### src/rtl/branch_target_buffer.sv
// Direct-mapped branch target buffer with 2-bit saturating direction counters.
// Lookup is combinational from registered state; updates land on the next rising edge.
module branch_target_buffer #(
    parameter int ENTRIES = 16,
    parameter int INDEX_W = 4
) (
    input  logic        clk,
    input  logic        rst,
    input  logic [31:0] lookupPc,
    output logic        btbHit,
    output logic [31:0] btbPredictedPc,
    input  logic        updateEn,
    input  logic [31:0] updatePc,
    input  logic [31:0] updateTarget,
    input  logic        updateTaken,
    input  logic        invalidateAll
);

    localparam int TAG_W = 30 - INDEX_W;

    logic               valid_q  [ENTRIES];
    logic [TAG_W-1:0]   tag_q    [ENTRIES];
    logic [31:0]        target_q [ENTRIES];
    logic [1:0]         ctr_q    [ENTRIES];

    logic [INDEX_W-1:0] lk_idx;
    logic [TAG_W-1:0]   lk_tag;
    logic [INDEX_W-1:0] upd_idx;
    logic [TAG_W-1:0]   upd_tag;
    logic               upd_match;
    logic               unused_pc_bits;

    function automatic logic [1:0] sat_inc(input logic [1:0] c);
        return (c == 2'b11) ? c : c + 2'd1;
    endfunction

    function automatic logic [1:0] sat_dec(input logic [1:0] c);
        return (c == 2'b00) ? c : c - 2'd1;
    endfunction

    // Byte offset within the instruction word never takes part in index or tag.
    assign unused_pc_bits = ^{lookupPc[1:0], updatePc[1:0]};

    assign lk_idx  = lookupPc[INDEX_W+1:2];
    assign lk_tag  = lookupPc[31:INDEX_W+2];
    assign upd_idx = updatePc[INDEX_W+1:2];
    assign upd_tag = updatePc[31:INDEX_W+2];

    always_comb begin
        btbHit         = 1'b0;
        btbPredictedPc = 32'd0;
        upd_match      = valid_q[upd_idx] && (tag_q[upd_idx] == upd_tag);
        if (valid_q[lk_idx] && (tag_q[lk_idx] == lk_tag) && ctr_q[lk_idx][1]) begin
            btbHit         = 1'b1;
            btbPredictedPc = target_q[lk_idx];
        end
    end

    always_ff @(posedge clk) begin
        if (rst) begin
            for (int i = 0; i < ENTRIES; i++) begin
                valid_q[i]  <= 1'b0;
                tag_q[i]    <= '0;
                target_q[i] <= 32'd0;
                ctr_q[i]    <= 2'b00;
            end
        end else if (invalidateAll) begin
            for (int i = 0; i < ENTRIES; i++) begin
                valid_q[i] <= 1'b0;
            end
        end else if (updateEn) begin
            if (updateTaken) begin
                if (upd_match) begin
                    ctr_q[upd_idx]    <= sat_inc(ctr_q[upd_idx]);
                    target_q[upd_idx] <= updateTarget;
                end else begin
                    // Taken miss evicts whatever lives at this index.
                    valid_q[upd_idx]  <= 1'b1;
                    tag_q[upd_idx]    <= upd_tag;
                    target_q[upd_idx] <= updateTarget;
                    ctr_q[upd_idx]    <= 2'b10;
                end
            end else if (upd_match) begin
                ctr_q[upd_idx] <= sat_dec(ctr_q[upd_idx]);
            end
        end
    end

endmodule

### config.mk
export PLATFORM = sky130hd
export DESIGN_NAME = branch_target_buffer
export DESIGN_NICKNAME = d
export VERILOG_FILES = /design/src/rtl/branch_target_buffer.sv
export SDC_FILE = /design/constraint.sdc
export NUM_CORES = 1
export LEC_CHECK = 0
export CAP_MARGIN = 40
export CORE_MARGIN = 4
export CORE_UTILIZATION = 60
export CTS_BUF_LIST = sky130_fd_sc_hd__clkbuf_4
export DETAILED_ROUTE_END_ITERATION = 8
export MAX_ROUTING_LAYER = met4
export PLACE_DENSITY = 0.78
export SETUP_SLACK_MARGIN = 0.3
export SYNTH_ARGS = -nofsm -noshare
export SYNTH_HDL_FRONTEND = slang
export SYNTH_SLANG_ARGS = --single-unit
export TNS_END_PERCENT = 5
### constraint.sdc
create_clock -name clk -period 7.7 [get_ports clk]
set_clock_uncertainty 0.2 [all_clocks]
set_input_delay 1.925 -clock clk [delete_from_list [all_inputs] [get_ports clk]]
set_output_delay 1.925 -clock clk [all_outputs]
set_load 0.01 [all_outputs]
-- After elaboration in Yosys (flattened, before gate mapping)
Memories as Yosys holds them, arrays and structs flattened.
Index checks and enable logic that the tools add are counted.
- flip-flop bits (word level): 0
- bits in writable memories: 976
- bits of input ports: 101
- word-level logic and storage cells: 93
- memories: 4
- memories (name ; words ; bits a word ; read ports ; clocked after Yosys merged registers in ; wr ports ; line ; text):
    target_q ; 16 ; 32 ; 1 ; 0 ; 16 ; 23 ; logic [31:0] target_q [ENTRIES];
    tag_q ; 16 ; 26 ; 2 ; 0 ; 16 ; 22 ; logic [TAG_W-1:0] tag_q [ENTRIES];
    ctr_q ; 16 ; 2 ; 2 ; 0 ; 16 ; 24 ; logic [1:0] ctr_q [ENTRIES];
    valid_q ; 16 ; 1 ; 2 ; 0 ; 16 ; 21 ; logic valid_q [ENTRIES];
- $add $sub $neg: 2
- equality and inequality tests: 3
- mux-type cells: 57
- bitwise logic cells: 19
- reduce and logical (&&, ||, !) cells: 8
- operator list (cell ; number):
    $mux 32 ; 3
    $eq 26x26->1 ; 2
    $mux 1 ; 44
    $reduce_or 32->1 ; 1
    $mux 26 ; 1
    $reduce_or 26->1 ; 1
    $or 1x1->1 ; 19
    $mux 4 ; 4
    $mux 2 ; 5
    $logic_and 1x1->1 ; 3
    $add 2x1->2 const B ; 1
    $eq 2x2->1 const B ; 1
    $logic_not 2->1 ; 1
    $reduce_or 2->1 ; 1
    $sub 2x1->2 const B ; 1
    $reduce_or 1->1 ; 1

-- Longest topological paths before layout
An unclocked memory read counts as a cell.
- word-level depth: 13
- depth in mapped cells: 15
- gate-level depth less buffers: 9

-- Worst setup path before layout
No wires, ideal clock.
- path type: input-to-output
- start: input port lookupPc[2]
- end: output port btbPredictedPc[0]
- data arrival time: 4.674 ns
- setup slack: 0.901 ns
- cell stages on the path: 9
- path buffers: 6
- cells stage by stage: clkbuf_2 buf_2 buf_2 buf_2 buf_2 clkbuf_1 mux4_2 mux4_2 nor2b_1
- word-level cells in the longest chain between the ends: 5
- RTL lines (element ; line ; text):
    start: declaration ; 9 ; input logic [31:0] lookupPc,
    $mem_v2 16x26 ; - ;
    $eq 26x26->1 ; 53 ; if (valid_q[lk_idx] && (tag_q[lk_idx] == lk_tag) && ctr_q[lk_idx][1]) begin
    $logic_and 1x1->1 (2 in a row) ; 53 ;
    $mux 32 * ; 53 ;
    end: declaration ; 11 ; output logic [31:0] btbPredictedPc,
Every way passes the cells marked *; elsewhere a longest branch is shown, timed or not.

-- Worst setup path in the final report
- start: input port lookupPc[2]
- end: output port btbPredictedPc[16]
The elaborated chain is that of the path after synthesis.

==> qor.txt <==
Crit-path cells = buf_16 -> mux4_2 -> mux4_2 -> xnor2_1 -> nand4_1 -> nor4_2 -> buf_4 -> nand4_1 -> buf_4 -> buf_12 -> nor2b_1 -> clkdlybuf4s50_1
Fin cells = 4598
Final GP Congestion = 0.887
DR pass1 iterations = 6
Remaining antenna violation count = 0
Hold crit path type = register to register
Most used DFF post-synth = edfxtp_1
Most common cell after layout, fill and taps aside = edfxtp_1
Synth warn = 0
Clock Power Share = 0.363
Post-synth EDFFs = 960
Largest net degree at the start of global routing = 188
Number of global-route vias before repair = 32200
Arrival time worst endpoint = 5470 ps
Drt total wl = 146 mm
CP peak stage delay = 560 ps
Clock root buffer = clkbuf_4
Pwr/cell area = 212 mW/mm²
IO Count = 134
# clock sinks = 976
RSZ-0062 raised after global routing = yes
HP Start = valid_q[8]
Sequential Power Share = 0.531
Via count = 32100
TNS Setup = 0 ps
PortBufs = 129
Std cell rows = 104
Leakage = 20.8 nW
Fin crit period = 7600 ps
DRC = 0
Final worst-path cycle share = 0.987
DP HPWL = 82.2 mm
Nets@finish = 3450
Clock slew at reported path FFs = 60 ps
Commonest non-fill, non-tap cells in the layout = edfxtp_1, and2_1, and3_1, mux4_2, clkbuf_4
Mapped Cells = 3178
Die area = 0.0860 mm²
Hold WS = 286 ps
Reg2reg end = tag_q[1][1]
Starting density of the core = 0.606
Peak supply drop = 0.000136 V
Outcome = complete, no violations
CTS Hold Bufs = 0
CTS tree = done
Total Routing Usage GR = 0.354
CTS Buf Count = 237
Overflow left after global routing = 0
Area of the core = 0.0807 mm²
Critical path class = primary input to primary output
MaxCap Viol Count = 0
Worst Hold End = valid_q[8]
Register area share after synthesis = 0.597
Switching power = 2.90 mW
Dpl cells = 4167
Avg Synthesized Cell Area = 15.4 µm²
Crit path max fanout = 21
Asr flop ratio synth = 0
Fin. max-slew vios = 0
H-tree levels = 4
Routed length per instance = 31.8 µm
Initial antenna violation count = 15
Crit end category = primary output
Combinational power share = 0.106
Worst r2r path cells = 10
Yosys reg bits = 976
Sw Ratio = 0.248
Final setup vio count = 0
Final Hold Viols = 0
Clk_lat worst skew = 1150 ps
Worst reg2reg startpoint = tag_q[3][4]
Clock Path Buffers = 3
Die X = 293 µm
Syn Nets = 3279
Hold path depth = 1
Startpoint Class = primary input
Rel. slew slack = 0.314
Slowest cell on crit path = clkdlybuf4s50_1
Area Overhead vs Synth = 12.4%
Vias per cell = 6.98
Req. time, crit path = 5580 ps
Share of layout cells above drive strength 1 = 0.276
Fmax = 132 MHz
Distinct cells, synth = 64
Wire length of the first global-routing pass = 213 mm
Reg-to-reg setup timing slack = 3130 ps
Int Pwr = 8.77 mW
DR iter-0 viols = 4835
Post-Syn Area = 0.0489 mm²
Die H = 293 µm
Worst-margin pin slew = 1030 ps
power groups by stage:
stage          logic, mW  registers (mW)  clock network [mW]
6_report            1.23            6.20                4.23
3_3_place_gp        1.17            6.28                   0
5_1_grt             1.28            6.22                4.55
2_1_floorplan      0.764            6.26                   0
3_5_place_dp        1.20            6.31                   0
4_1_cts             1.21            6.19                4.27
how the worst max path moves through the flow:
stage	from	endpoint	slack [ps]	cells after the start
CTS	lookupPc[2]	btbPredictedPc[20]	90	13
floorplan	lookupPc[2]	btbPredictedPc[0]	900	9
detailed placement	lookupPc[2]	btbPredictedPc[21]	-160	13
finish	lookupPc[2]	btbPredictedPc[16]	100	12
global placement	lookupPc[2]	btbPredictedPc[21]	-170	13
global route	lookupPc[2]	btbPredictedPc[20]	40	14
timing repair:
item	in CTS	in global routing
setup buffers	0	0
pin swaps	1	2
gates resized for setup	11	2
cloned	3	0
endpoints found under the setup margin	33	33
cells in the mapped netlist, drive strengths merged, types with 24 or more instances:
library cell / count / area, µm²
mux4: 375 / 8450
nand3: 39 / 205
or2: 40 / 250
xnor2: 33 / 289
nand2: 35 / 131
and3: 416 / 2600
nor2: 27 / 104
clkbuf: 272 / 1020
a21o: 30 / 225
nor3: 24 / 131
and2: 532 / 3330
a22oi: 27 / 203
edfxtp: 960 / 28800
buf: 74 / 454
nor2b: 38 / 238
mux2i: 104 / 1040
state kept, by name, summed over array words and instances (netlist names):
name and count:
valid_q 16, target_q 512, tag_q 416, ctr_q 32
cells by family (layout without fill, tap and decap cells):
family / count (synthesis) / after routing / synth area share
buf+inv: 355 / 703 / 0.0309
mux: 481 / 481 / 0.195
xor+xnor: 51 / 51 / 0.00914
compound gates: 128 / 128 / 0.0196
flops: 976 / 976 / 0.597
simple gates: 1187 / 1187 / 0.149
other cells: 0 / 12 / 0
layout make-up:
cell class                      count  area [µm²]
Multi-Input combinational cell   1847       18300
Clock buffer                      347        2610
Inverter                            9        33.8
Antenna cell                       12        30.0
Tap cell                         1060        1330
Sequential cell                   976       29100
Fill cell                        5386       25700
Timing Repair Buffer              278        3100
Clock inverter                     69         354
per-stage QoR:
stage	total power [mW]	utilization	setup WS (ps)	area [µm²]
2_1_floorplan	7.02	-	901	48900
3_3_place_gp	7.45	0.636	-170	51300
3_5_place_dp	7.51	0.642	-162	51800
4_1_cts	11.7	0.680	93.8	54900
5_1_grt	12.0	0.681	35.2	54900
6_report	11.7	0.681	103	54900
metal layers:
| layer | GRT usage | vias to the layer above | wire length, µm |
|---|---|---|---|
| met1 | 0.463 | 16100 | 50100 |
| met5 | - | - | 0 |
| li1 | - | 12800 | - |
| met3 | 0.0873 | 470 | 20400 |
| met4 | 0.147 | 0 | 6070 |
| met2 | 0.539 | 2749 | 69700 |
critical path: cells and delay by family:
| kind | cells | cell delay [ps] |
|---|---|---|
| buffers and inverters | 5 | 1270 |
| muxes | 2 | 1020 |
| xor gates and xnor gates | 1 | 360 |
| and+or+nand+nor | 4 | 870 |
Power figures use the tool's default switching activity.
